<file path="src/rtl/mem_arb_pkg.sv">
// Shared definitions for the two-requester memory arbiter: FSM encoding,
// region bits of the memory address and the default read latency.
package mem_arb_pkg;

  typedef enum logic [1:0] {
    ST_IDLE  = 2'd0,
    ST_ISSUE = 2'd1,
    ST_WAIT  = 2'd2,
    ST_RESP  = 2'd3
  } arb_state_e;

  localparam logic REGION_INSTR = 1'b0;
  localparam logic REGION_DATA  = 1'b1;

  localparam int MEM_LAT_DEFAULT = 2;
  localparam int LAT_CNT_W       = 4;

endpackage

</file>
<file path="src/rtl/mem_lat_counter.sv">
// Loadable down-counter with a zero flag; tracks outstanding memory read latency.
module mem_lat_counter #(
  parameter int W = 4
) (
  input  logic         clk_i,
  input  logic         rst_n_i,
  input  logic         load_i,
  input  logic [W-1:0] load_val_i,
  input  logic         dec_i,
  output logic         zero_o
);

  logic [W-1:0] cnt_q;
  logic [W-1:0] cnt_d;

  always_comb begin
    cnt_d = cnt_q;
    if (load_i) begin
      cnt_d = load_val_i;
    end else if (dec_i && (cnt_q != '0)) begin
      cnt_d = cnt_q - 1'b1;
    end
  end

  always_ff @(posedge clk_i or negedge rst_n_i) begin
    if (!rst_n_i) begin
      cnt_q <= '0;
    end else begin
      cnt_q <= cnt_d;
    end
  end

  assign zero_o = (cnt_q == '0);

endmodule

</file>
<file path="src/rtl/mem_arbiter.sv">
// Arbitrates an I-cache and a D-cache onto one memory port; ack MEM_LAT+2 cycles after acceptance.
// Data wins ties by default; define MEM_ARB_RR_EN for round-robin on ties.
module mem_arbiter
  import mem_arb_pkg::*;
#(
  parameter int MEM_LAT = MEM_LAT_DEFAULT,
  parameter int A_WIDTH = 8
) (
  input  logic               g_clk,
  input  logic               g_clr,
  input  logic               i_req,
  input  logic [A_WIDTH-1:0] i_addr,
  output logic               i_ack,
  output logic [15:0]        i_rdata,
  input  logic               d_req,
  input  logic               d_we,
  input  logic [A_WIDTH-1:0] d_addr,
  input  logic [7:0]         d_wdata,
  output logic               d_ack,
  output logic [7:0]         d_rdata,
  output logic               mem_en,
  output logic               mem_we,
  output logic [A_WIDTH:0]   mem_addr,
  output logic [15:0]        mem_wdata,
  input  logic [15:0]        mem_rdata,
  output logic               busy
);

  localparam logic [LAT_CNT_W-1:0] LAT_LOAD = LAT_CNT_W'(MEM_LAT - 1);

  arb_state_e       state_q, state_d;
  logic             grant_q, grant_d;
  logic             wr_q, wr_d;
  logic             mem_en_q, mem_en_d;
  logic             mem_we_q, mem_we_d;
  logic [A_WIDTH:0] mem_addr_q, mem_addr_d;
  logic [15:0]      mem_wdata_q, mem_wdata_d;
  logic [15:0]      rdata_q, rdata_d;
  logic             i_ack_q, i_ack_d;
  logic             d_ack_q, d_ack_d;
  logic             cnt_load, cnt_dec, cnt_zero;
  logic             pick_data;
  logic             accept;

  // The ack cycle still sees the finished request's req high, so it is not a new request.
  assign accept = (state_q == ST_IDLE) && (i_req || d_req) && !(i_ack_q || d_ack_q);

`ifdef MEM_ARB_RR_EN
  logic last_q;

  assign pick_data = d_req && (!i_req || (last_q == REGION_INSTR));

  always_ff @(posedge g_clk or negedge g_clr) begin
    if (!g_clr) begin
      last_q <= REGION_DATA;
    end else if (accept) begin
      last_q <= pick_data;
    end
  end
`else
  assign pick_data = d_req;
`endif

  mem_lat_counter #(
    .W(LAT_CNT_W)
  ) u_lat_cnt (
    .clk_i      (g_clk),
    .rst_n_i    (g_clr),
    .load_i     (cnt_load),
    .load_val_i (LAT_LOAD),
    .dec_i      (cnt_dec),
    .zero_o     (cnt_zero)
  );

  always_comb begin
    state_d     = state_q;
    grant_d     = grant_q;
    wr_d        = wr_q;
    mem_en_d    = 1'b0;
    mem_we_d    = 1'b0;
    mem_addr_d  = mem_addr_q;
    mem_wdata_d = mem_wdata_q;
    rdata_d     = rdata_q;
    i_ack_d     = 1'b0;
    d_ack_d     = 1'b0;
    cnt_load    = 1'b0;
    cnt_dec     = 1'b0;
    case (state_q)
      ST_IDLE: begin
        if (accept) begin
          state_d  = ST_ISSUE;
          grant_d  = pick_data;
          wr_d     = pick_data && d_we;
          mem_en_d = 1'b1;
          mem_we_d = pick_data && d_we;
          if (pick_data) begin
            mem_addr_d  = {REGION_DATA, d_addr};
            mem_wdata_d = {8'h00, d_wdata};
          end else begin
            mem_addr_d  = {REGION_INSTR, i_addr};
            mem_wdata_d = '0;
          end
        end
      end
      ST_ISSUE: begin
        cnt_load = 1'b1;
        state_d  = ST_WAIT;
      end
      ST_WAIT: begin
        if (cnt_zero) begin
          if (!wr_q) begin
            rdata_d = mem_rdata;
          end
          state_d = ST_RESP;
        end else begin
          cnt_dec = 1'b1;
        end
      end
      ST_RESP: begin
        state_d = ST_IDLE;
        i_ack_d = (grant_q == REGION_INSTR);
        d_ack_d = (grant_q == REGION_DATA);
      end
      default: state_d = ST_IDLE;
    endcase
  end

  always_ff @(posedge g_clk or negedge g_clr) begin
    if (!g_clr) begin
      state_q     <= ST_IDLE;
      grant_q     <= REGION_DATA;
      wr_q        <= 1'b0;
      mem_en_q    <= 1'b0;
      mem_we_q    <= 1'b0;
      mem_addr_q  <= '0;
      mem_wdata_q <= '0;
      rdata_q     <= '0;
      i_ack_q     <= 1'b0;
      d_ack_q     <= 1'b0;
    end else begin
      state_q     <= state_d;
      grant_q     <= grant_d;
      wr_q        <= wr_d;
      mem_en_q    <= mem_en_d;
      mem_we_q    <= mem_we_d;
      mem_addr_q  <= mem_addr_d;
      mem_wdata_q <= mem_wdata_d;
      rdata_q     <= rdata_d;
      i_ack_q     <= i_ack_d;
      d_ack_q     <= d_ack_d;
    end
  end

  assign mem_en    = mem_en_q;
  assign mem_we    = mem_we_q;
  assign mem_addr  = mem_addr_q;
  assign mem_wdata = mem_wdata_q;
  assign i_ack     = i_ack_q;
  assign d_ack     = d_ack_q;
  assign i_rdata   = rdata_q;
  assign d_rdata   = rdata_q[7:0];
  assign busy      = (state_q != ST_IDLE);

endmodule

</file>
<file path="config.mk">
export PLATFORM = sky130hd
export DESIGN_NAME = mem_arbiter
export DESIGN_NICKNAME = d
export VERILOG_FILES = /design/src/rtl/mem_arb_pkg.sv /design/src/rtl/mem_lat_counter.sv /design/src/rtl/mem_arbiter.sv
export SDC_FILE = /design/constraint.sdc
export NUM_CORES = 1
export LEC_CHECK = 0
export CAP_MARGIN = 20
export CORE_AREA = 2 2 81 83
export CTS_BUF_LIST = sky130_fd_sc_hd__clkbuf_8
export CTS_CLUSTER_SIZE = 20
export DETAILED_ROUTE_END_ITERATION = 10
export DIE_AREA = 0 0 83 85
export PLACE_DENSITY = 0.68
export SYNTH_ARGS = -nofsm -noshare
export SYNTH_HDL_FRONTEND = slang
export SYNTH_SLANG_ARGS = --single-unit
</file>
<file path="constraint.sdc">
create_clock -name g_clk -period 1.85 [get_ports g_clk]
set_input_delay 0.37 -clock g_clk [delete_from_list [all_inputs] [get_ports g_clk]]
set_output_delay 0.37 -clock g_clk [all_outputs]
set_load 0.03 [all_outputs]
</file>
Word-level counts from Yosys, hierarchy flattened
Index checks and enable logic that the tools add are counted.
{"block": "op_classes", "add_sub_neg": 1, "n_eq_ne": 5, "muxes": 16, "bitwise_logic": 2, "n_reduce_logical": 15}
{"op": "$mux W1", "count": 9}
{"op": "$mux W9", "count": 1}
{"op": "$mux W4", "count": 2}
{"op": "$mux W8", "count": 1}
{"op": "$pmux W2 S4", "count": 1}
{"op": "$eq A2 B2 Y1 const B", "count": 2}
{"op": "$logic_and A1 B1 Y1", "count": 4}
{"op": "$logic_not A4 Y1", "count": 1}
{"op": "$mux W2", "count": 2}
{"op": "$ne A2 B2 Y1 const B", "count": 2}
{"op": "$reduce_and A2 Y1", "count": 2}
{"op": "$reduce_bool A2 Y1", "count": 2}
{"op": "$reduce_bool A4 Y1", "count": 1}
{"op": "$sub A4 B1 Y4 const B", "count": 1}
{"op": "$reduce_and A3 Y1", "count": 1}
{"op": "$eq A2 B1 Y1 const B", "count": 1}
{"op": "$logic_not A2 Y1", "count": 1}
{"op": "$logic_or A1 B1 Y1", "count": 2}
{"op": "$not A1 Y1", "count": 2}
{"op": "$logic_not A1 Y1", "count": 1}
{"block": "word_totals", "reg_bits": 53, "input_bits": 45, "out_inout_bits": 54, "elab_cells": 50}

Depth between registers and ports, before layout
Gate-level depths: netlist (run 1).
{"block": "depth", "ltp_word": 6, "depth_mapped": 6}

Cells and area by module
A second synthesis (run 1) with hierarchy kept.
{"block": "hier_totals", "cells_unflattened": 170, "hier_area_um2": 2217.1}
{"module": "mem_arbiter", "instances": 1, "cells_per_inst": 143, "area_per_inst_um2": 1946.9}
{"module": "mem_lat_counter", "instances": 1, "cells_per_inst": 27, "area_per_inst_um2": 270.3}

Worst setup path after synthesis (run 1)
OpenSTA, ideal clock, no wires.
{"block": "synth_path", "path_type": "register to register", "startpoint": "register u_lat_cnt.cnt_q[0]", "endpoint": "register rdata_q[10], in the netlist i_rdata[10]", "arrival_ps": 1533, "setup_slack_ps": 192, "stages_incl_launch_ff": 7, "path_buffers": 1, "period_less_slack_ps": 1658, "cell_sequence": "dfrtp_1 inv_1 ha_1 nand2b_4 nor3_4 buf_12 mux2_4"}
{"block": "synth_between", "elab_chain_cells": 2}
{"item": "start: declaration", "line": "mem_lat_counter.sv:13", "source": "logic [W-1:0] cnt_q;"}
{"item": "start signal: assignment", "line": "mem_lat_counter.sv:29", "source": "cnt_q <= cnt_d;"}
{"item": "$logic_not A4 Y1", "line": "mem_lat_counter.sv:33", "source": "assign zero_o = (cnt_q == '0);"}
{"item": "$reduce_and A3 Y1 (no line)"}
{"item": "end signal: assignment", "line": "mem_arbiter.sv:148", "source": "rdata_q <= rdata_d;"}
{"item": "end: declaration", "line": "mem_arbiter.sv:38", "source": "logic [15:0] rdata_q, rdata_d;"}
Every way passes these cells.
A chain may end at the register's enable or synchronous reset.

Final worst setup path (run 1)
{"block": "layout_path", "startpoint": "register mem_wdata_q[1], in the netlist mem_wdata[1]", "endpoint": "output port mem_wdata[1]"}
{"item": "start: declaration", "line": "mem_arbiter.sv:37", "source": "logic [15:0] mem_wdata_q, mem_wdata_d;"}
{"item": "start signal: assignment", "line": "mem_arbiter.sv:147", "source": "mem_wdata_q <= mem_wdata_d;"}
{"item": "end: declaration", "line": "mem_arbiter.sv:24", "source": "output logic [15:0] mem_wdata,"}
No word-level cell between the ends.

==> results of run 1 <==
## metal layers
metal	global-route usage	share of wire	vias up
met3	0.0486	0.092	5
met5	0	0	-
met1	0.172	0.45	688
li1	-	-	722
met2	0.207	0.45	74
met4	0.0313	0.010	0
## cells by family after synthesis
kind of cell             count (synthesis)
other                                    1
AO/OA/AOI/OAI                           17
multiplexers                            26
buffers and inverters                   27
AND/OR/NAND/NOR                         50
adder cells (fa/ha/maj)                  6
flip-flops                              45
XOR/XNOR                                 1
## sequential cells by signal, summed over array words and instances, names as in the netlist
register and count:
d_ack 1, grant_q 1, i_ack 1, i_rdata 16, mem_addr 9, mem_en 1
mem_wdata 8, mem_we 1, state_q 2, u_lat_cnt.cnt_q 4, wr_q 1
## cell usage after synthesis (2+ instances only)
master and n:
mux2_4 10, dfrtp_1 44, nand3_1 8, buf_4 17
o21ai_0 8, nand2_1 26, mux2i_1 9, mux2_2 7
ha_1 6, a21oi_1 2, buf_2 3, inv_1 5
a21o_1 3, and2_1 2, nand2b_4 2, nor2_1 5
## report_power, final
group          switching, uW  internal [uW]  leakage (uW)  total, uW
Clock                    307            254     0.0000505        561
Sequential               286           1460      0.000562       1740
Combinational           1760           1450      0.000805       3210
## cells in the final DEF (no fill, tap or decap), types with 6 or more instances in the layout
cell,count
clkdlybuf4s50_1,88
conb_1,8
dfrtp_1,44
ha_1,6
inv_1,7
mux2_2,7
mux2_4,10
mux2i_1,9
nand2_1,26
nand3_1,8
o21ai_0,8
## per-stage QoR
| stage | area, um2 | total power, uW | instances | util | setup WS (ps) |
|---|---|---|---|---|---|
| after global routing | 3070 | 5900 | 339 | 0.495 | 35.2 |
| after detailed placement | 2990 | 5000 | 331 | 0.482 | 111 |
| after floorplan | 2110 | 3830 | 180 | - | 192 |
| final | 3070 | 5510 | 339 | 0.495 | 123 |
| after global placement | 2990 | 4940 | 331 | 0.482 | 153 |
| after CTS | 3070 | 5590 | 339 | 0.495 | 114 |
## area by class of cell
type,instances,share of cell area
sequential,45,0.367
timing repair buffer,95,0.307
multi-input combinational,108,0.260
tap,77,0.0314
clock buffer,5,0.0224
inverter,6,0.00733
clock inverter,3,0.00407
## worst min path at each step
| stage | to | slack, ps | cells past startpoint |
|---|---|---|---|
| CTS | mem_addr[4] | 50 | 1 |
| global route | mem_addr[4] | 50 | 1 |
| floorplan | d_ack | 70 | 0 |
| global placement | mem_addr[4] | 360 | 1 |
| finish | mem_addr[4] | 30 | 1 |
| detailed placement | mem_addr[4] | 370 | 1 |
==> flow_metrics.py, run 1 <==
metrics = {
    "outcome": {
        "status": "finished clean",
    },
    "placement": {
        "hpwl_mm": 3.35,
        "routabilityCongestion": 0.726,
        "io_buffers": 90,
    },
    "worst_setup_path": {
        "arrival_ps": 1360,
        "crit_path_end_kind": "output port",
        "crit_end": "mem_wdata[1]",
        "reg2reg_to": "state_q[1]",
        "cp.depth": 1,
        "start_kind": "flop",
        "max_stage_delay_ps": 710,
        "required_ps": 1480,
        "crit_start": "mem_wdata[1]",
        "ff2ff_setup_slack_ps": 160,
        "reg2reg_from": "u_lat_cnt.cnt_q[0]",
        "crit_chain": "clkdlybuf4s50_1",
        "critPathSlowestCell": "clkdlybuf4s50_1",
        "crit_family": "buffers and inverters",
        "critPathKind": "reg -> out",
        "path_buf_inv": 1,
        "worstRegToRegCells": 6,
        "crit_fanout": 2,
    },
    "sta": {
        "holdWs_ps": 31.8,
        "timing.final.crit_share": 0.934,
        "max_freq_mhz": 579,
        "final.setup.tns_ps": 0,
        "final.min_clock_period_ps": 1730,
        "slew_viol_final": 0,
        "finClkSkew_ps": 7.86,
        "setup_viol": 0,
        "rsz0062_at_grt": "no",
        "finalHoldViolations": 0,
    },
    "job": {
        "max_cap_violations": 0,
    },
    "clocking": {
        "postCtsSetupBuffers": 0,
        "cts_buffers": 5,
        "clkTransAtPathRegs_ps": 80,
        "clock_path_buffers": 2,
        "clock_sinks": 45,
        "cts_tree": "done",
        "clock-root-buffer": "clkbuf_8",
        "htreeDepth": 2,
        "insertion_delay_ps": 290,
        "ctsResizeCount": 0,
        "cts_hold_buf": 0,
    },
    "finish": {
        "fill_cells": 550,
        "area_growth_pct": 47.2,
        "register_area_um2": 1130,
        "nNetsFinal": 312,
        "layout-drive-gt1-share": 0.137,
        "multi_input_area_um2": 800,
        "diodes": 0,
    },
    "grt": {
        "grtUsageTotal": 0.131,
        "grt_pass1_wl_mm": 7.41,
        "grt_pass1_vias": 1540,
        "grt_antenna_before_repair": 0,
        "grt_max_degree": 23,
        "overflow": 0,
    },
    "drt": {
        "viasPerCell": 4.39,
        "initialDrtViolationCount": 42,
        "route.detailed.drc": 0,
        "drtAntennaViolNets": 0,
        "route.vias.total": 1489,
        "wl_mm": 4.29,
        "dr.pass1.iters": 4,
        "routedWlPerCell_um": 12.7,
    },
    "synthesis": {
        "yosys.area_share.simple": 0.127,
        "synthCells": 173,
        "ys_seq_elements": 45,
        "syn_area_um2": 2090,
        "synth_fa_ha_area_frac": 0.0360,
        "yosys_warnings": 0,
        "synthXorXnorAreaFrac": 0.00420,
        "synth_compound_area_frac": 0.0486,
        "postSynthAreaPerCell_um2": 12.1,
        "yosysTopAreaCell": "dfrtp_1",
        "synth_edf_count": 0,
        "ys_async_sr_fraction": 1.00,
        "synth_mux_area_frac": 0.153,
        "synth_area_leaders": "dfrtp_1 53%, mux2_4 7.2%, buf_4 6.1%",
        "synth_top_family_by_area": "multiplexers",
        "ys_seq_area_frac": 0.540,
        "synth_top_area_share": 0.528,
        "ys.flop_type": "dfrtp_1",
        "yosys.cell_types.count": 32,
    },
    "floorplanning": {
        "die_w_um": 83,
        "die_h_um": 85,
        "start_util": 0.336,
        "fp.coreArea_um2": 6200,
        "die-area_um2": 7060,
        "design.portCount": 99,
        "rows": 29,
    },
    "power": {
        "ir_drop_mv": 0.808,
        "p_per_area_nw_per_um2": 1800,
        "p_leak_uw": 0.00142,
    },
    "min_path": {
        "hold_class": "in -> async",
    },
}
Note: power is estimated with default switching activity, not from simulation.
==> inputs of run 2 (changes only) <==
--- a/config.mk
+++ b/config.mk
@@ -11,6 +11,7 @@
 export CTS_CLUSTER_SIZE = 20
 export DETAILED_ROUTE_END_ITERATION = 10
 export DIE_AREA = 0 0 83 85
+export GPL_ROUTABILITY_DRIVEN = 0
 export PLACE_DENSITY = 0.68
 export SYNTH_ARGS = -nofsm -noshare
 export SYNTH_HDL_FRONTEND = slang
==> results of run 2 <==
Same layout as run 1: the final DEF is identical, and so are final timing and power.
